## src/rtl/cond_pkg.sv

```systemverilog
// Shared condition-code definitions for the NZCV flag register and its users.
package cond_pkg;

   typedef enum logic [3:0] {
      EQ = 4'b0000, NE = 4'b0001, CS = 4'b0010, CC = 4'b0011,
      MI = 4'b0100, PL = 4'b0101, VS = 4'b0110, VC = 4'b0111,
      HI = 4'b1000, LS = 4'b1001, GE = 4'b1010, LT = 4'b1011,
      GT = 4'b1100, LE = 4'b1101, AL = 4'b1110, NV = 4'b1111
   } cond_e;

   localparam int FLAG_N = 3;
   localparam int FLAG_Z = 2;
   localparam int FLAG_C = 1;
   localparam int FLAG_V = 0;

   localparam logic [1:0] FLAGW_NZ = 2'b10;
   localparam logic [1:0] FLAGW_CV = 2'b01;

endpackage

```

## src/rtl/cond_logic_check.sv

```systemverilog
// Combinational ARM condition evaluator: (cond, NZCV) -> condition passed.
module cond_check
   import cond_pkg::*;
(
   input  logic [3:0] cond_i,
   input  logic [3:0] flags_i,
   output logic       cond_ex_o
);

   logic n, z, c, v;

   assign n = flags_i[FLAG_N];
   assign z = flags_i[FLAG_Z];
   assign c = flags_i[FLAG_C];
   assign v = flags_i[FLAG_V];

   always_comb begin
      cond_ex_o = 1'b0;
      case (cond_e'(cond_i))
         EQ: cond_ex_o = z;
         NE: cond_ex_o = ~z;
         CS: cond_ex_o = c;
         CC: cond_ex_o = ~c;
         MI: cond_ex_o = n;
         PL: cond_ex_o = ~n;
         VS: cond_ex_o = v;
         VC: cond_ex_o = ~v;
         HI: cond_ex_o = c & ~z;
         LS: cond_ex_o = ~c | z;
         GE: cond_ex_o = n ~^ v;
         LT: cond_ex_o = n ^ v;
         GT: cond_ex_o = ~z & (n ~^ v);
         LE: cond_ex_o = z | (n ^ v);
         AL: cond_ex_o = 1'b1;
         NV: cond_ex_o = 1'b0;
         default: cond_ex_o = 1'b0;
      endcase
   end

endmodule

```

## src/rtl/cond_logic.sv

```systemverilog
// NZCV flag register plus condition gating of the decoder's write/branch requests.
module cond_logic
   import cond_pkg::*;
#(
   parameter bit         MULTICYCLE  = 1'b0,
   parameter logic [3:0] RESET_FLAGS = 4'b0000
) (
   input  logic       clk,
   input  logic       reset,
   input  logic [3:0] Cond,
   input  logic [3:0] ALUFlags,
   input  logic [1:0] FlagW,
   input  logic       PCS,
   input  logic       RegW,
   input  logic       MemW,
   input  logic       NoWrite,
   input  logic       CondLatch,
   output logic       PCSrc,
   output logic       RegWrite,
   output logic       MemWrite,
   output logic [3:0] Flags,
   output logic       CondEx
);

   logic [3:0] flags_q, flags_d;
   logic       condexr_q, condexr_d;
   logic       cond_ex_eff;
   logic [1:0] flag_write;

   // Evaluated against the stored flags, so an instruction never sees its own update.
   cond_check u_check (
      .cond_i    (Cond),
      .flags_i   (flags_q),
      .cond_ex_o (CondEx)
   );

   assign cond_ex_eff = MULTICYCLE ? condexr_q : CondEx;
   assign flag_write  = FlagW & {2{cond_ex_eff}};

   always_comb begin
      flags_d = flags_q;
      if (flag_write[1]) flags_d[FLAG_N:FLAG_Z] = ALUFlags[FLAG_N:FLAG_Z];
      if (flag_write[0]) flags_d[FLAG_C:FLAG_V] = ALUFlags[FLAG_C:FLAG_V];
   end

   always_comb begin
      condexr_d = condexr_q;
      if (MULTICYCLE && CondLatch) condexr_d = CondEx;
   end

   always_ff @(posedge clk) begin
      if (reset) begin
         flags_q   <= RESET_FLAGS;
         condexr_q <= 1'b0;
      end else begin
         flags_q   <= flags_d;
         condexr_q <= condexr_d;
      end
   end

   assign PCSrc    = PCS & cond_ex_eff;
   assign RegWrite = RegW & ~NoWrite & cond_ex_eff;
   assign MemWrite = MemW & cond_ex_eff;
   assign Flags    = flags_q;

endmodule

```

## config.mk

```make
export PLATFORM = sky130hd
export DESIGN_NAME = cond_logic
export DESIGN_NICKNAME = d
export VERILOG_FILES = /design/src/rtl/cond_pkg.sv /design/src/rtl/cond_logic_check.sv /design/src/rtl/cond_logic.sv
export SDC_FILE = /design/constraint.sdc
export NUM_CORES = 1
export LEC_CHECK = 0
export ABC_CLOCK_PERIOD_IN_PS = 2600
export CORE_UTILIZATION = 33
export CTS_CLUSTER_SIZE = 14
export DETAILED_ROUTE_END_ITERATION = 8
export GPL_TIMING_DRIVEN = 0
export MAX_ROUTING_LAYER = met4
export PLACE_DENSITY = 0.84
export SETUP_SLACK_MARGIN = 0.3
export SYNTH_ARGS = -nofsm -noshare
export SYNTH_HDL_FRONTEND = slang
export SYNTH_SLANG_ARGS = --single-unit
```

## constraint.sdc

```tcl
create_clock -name clk -period 2.6 [get_ports clk]
set_input_delay 0.65 -clock clk [delete_from_list [all_inputs] [get_ports clk]]
set_output_delay 0.65 -clock clk [all_outputs]
set_load 0.05 [all_outputs]
```

==> impl_results.md, run 1 <==
* Status: finished, violations left
* Violated checks: negative setup slack
* Crit. End Element: output pin
* R2r endpoint: Flags[2]$_SDFFE_PP0P_
* Share of cells above drive strength 1 at 0.450
* Die ar. at 1540 um^2
* CTS sink cnt at 4
* CTS tree: built
* Pins over their slew limit at 0
* Drt pass-1 iters at 4
* Most frequent cells in the layout: clkdlybuf4s50_1, nand2b_1, buf_4, buf_6, mux2i_1
* Footprint of the multi-input gates at 404 um^2
* Iteration-0 DRC Markers at 2
* I/O pins at 25
* Via density at 5.31
* Leakage at 0.322 nW
* Sequential cell area at 82.6 um^2
* Post-Syn Instances at 50
* Pin count of the biggest net entering global routing at 11
* Vias after detailed routing at 504
* Max-Slew Margin vs Limit at 0.672
* Die Span X at 39.3 um
* # DRC at 0
* Reg2reg path depth at 7
* RSZ-0062 raised after global routing: true
* R2R Setup Slk at 0.57 ns
* Initial Util at 0.352
* Fin crit share at 1.09
* Commonest non-fill, non-tap cell in the layout: clkdlybuf4s50_1
* Clk slew on worst S/H paths at 0.04 ns
* Final core utilization at 0.637
* H-tree depth at 1
* P&R area growth vs syn at 80.9%
* Seq cells post-synth at 4
* Layout fillers at 113
* Fin cells at 95
* GRT overflow at 0
* Number of synthesized flops with an enable pin at 0
* Final setup viols at 4
* Worst hold path type: reg -> reg
* Bufs on Longest Clock Path at 2
* Placer congestion estimate at 0.745
* Antenna Cells at 0
* Crit Reg-Reg Startpoint: Flags[1]$_SDFFE_PP0P_
* CP required at 1.95 ns
* First-pass GRT wire length at 1810 um
* Core area at 1300 um^2
* Worst setup margin at -0.224 ns
* Net count after synthesis at 67
* Final wirelength at 1260 um
* PD cells at 392 nW/um^2
* Row cnt at 13
* Avg Cell Area, Syn at 9.16 um^2
* Mapped cell area at 458 um^2
* Setup Skew at 0.00296 ns
* Post-route ant nets at 0
* Highest Clock Rate at 354 MHz
* Seq/Total Area, Yosys at 0.175
* Final hold violation count at 0
* Synth async-reset ratio at 0
* Hold Buf Count CTS at 0
* Vias in the first global route at 444
* Period minus WS final at 2.82 ns
* CP arrival at 2.17 ns
* CP Capture Point: RegWrite
* Startpoint Class: primary input
* Root buf cell: clkbuf_4
* Worst slew pin tran at 0.491 ns
* Hpwl dp at 832 um
* Peak supply drop at 0.233 mV
* Port Buffers at 21
* Overall Global Routing Usage at 0.176
* CTS buffer count at 3
* Synth cell types at 31
* WS Path Type: in -> out
* Critical path startpoint: Cond[1]
* Largest register FFs at 4
* Maximum capacitance violations at 0
* Initial antenna violation count at 0
* Clk_lat worst skew at 0.23 ns
* Crit path max fanout at 5
* Cell count after placement at 86
* Die Y at 39.3 um
* Synth Flop Type: dfxtp_1
* Yosys warns at 0
* Layout Nets at 99
* WL/cell at 13.2 um
-- stage by stage --
stage               worst slack (ns)  power (W)  instance area [um^2]  hold WS (ns)  setup TNS (ns)
global route                  -0.286   0.000343                   828         0.527          -0.974
CTS                           -0.221   0.000308                   766         0.530          -0.730
finish                        -0.224   0.000325                   828         0.514          -0.731
detailed placement             -1.29   0.000218                   714         0.521           -4.95
global placement               -1.23   0.000215                   714         0.505           -4.72
floorplan                     -0.645   0.000167                   485         0.723           -1.99
-- what timing repair did --
item | in CTS | in global routing
pin swaps | 5 | 6
buffers inserted | 4 | 2
endpoints found under the setup margin | 6 | 4
gates resized for setup | 36 | 16
-- cells in the mapped netlist (2+ instances only) --
master	n	area (um^2)
inv_1	2	7.51
mux2i_1	5	50.1
nand2b_1	9	56.3
dfxtp_1	4	80.1
o311ai_1	2	17.5
and2_1	2	12.5
o21ai_0	2	10.0
-- report_power, final --
group	switching, W	internal (W)
registers	0.00000734	0.0000664
clock network	0.0000249	0.0000516
logic	0.0000866	0.0000882
total	0.000119	0.000206
-- worst max-delay path: stages --
cell       delay [ns]
buf_12           0.11
mux2_4           0.30
a2111oi_4        0.40
nor2_2           0.10
a22oi_2          0.23
and3b_2          0.24
buf_8            0.14
-- layer usage --
| metal | global-route usage | up-vias | part of all wire |
|---|---|---|---|
| li1 | - | 249 | - |
| met1 | 0.199 | 241 | 0.41 |
| met2 | 0.313 | 14 | 0.55 |
| met3 | 0.0170 | 0 | 0.041 |
| met4 | 0.0776 | 0 | 0 |
| met5 | - | - | 0 |
-- kinds of logic after synthesis --
kind of cell    Yosys count  synth area share
simple gates             22             0.322
compound gates           12             0.260
mux                       7             0.172
flops                     4             0.175
buf+inv                   4            0.0519
xor+xnor                  1            0.0191
-- area by class of cell --
| type | count | share of cell area |
|---|---|---|
| Buffer | 2 | 0.0378 |
| Inverter | 2 | 0.00906 |
| Sequential cell | 4 | 0.0997 |
| Clock buffer | 3 | 0.0272 |
| Multi-Input combinational cell | 42 | 0.488 |
| Timing Repair Buffer | 27 | 0.316 |
| Tap cell | 15 | 0.0227 |
-- worst min-delay path by stage --
| stage | startpoint | endpoint | slack (ns) | cells past startpoint |
|---|---|---|---|---|
| floorplan | Flags[3]$_SDFFE_PP0P_ | Flags[3]$_SDFFE_PP0P_ | 0.72 | 2 |
| global placement | Flags[3]$_SDFFE_PP0P_ | Flags[3]$_SDFFE_PP0P_ | 0.51 | 2 |
| detailed placement | Flags[3]$_SDFFE_PP0P_ | Flags[3]$_SDFFE_PP0P_ | 0.52 | 2 |
| CTS | Flags[3]$_SDFFE_PP0P_ | Flags[3]$_SDFFE_PP0P_ | 0.53 | 2 |
| global route | Flags[3]$_SDFFE_PP0P_ | Flags[3]$_SDFFE_PP0P_ | 0.53 | 2 |
| finish | Flags[3]$_SDFFE_PP0P_ | Flags[3]$_SDFFE_PP0P_ | 0.51 | 2 |
Note: power is estimated with default switching activity, not from simulation.
==> inputs of run 2 (changes only) <==
Settings changed: CTS_CLUSTER_SIZE 14 to 28.
==> results of run 2 <==
No change in the layout: final DEF, timing and power equal those of run 1.
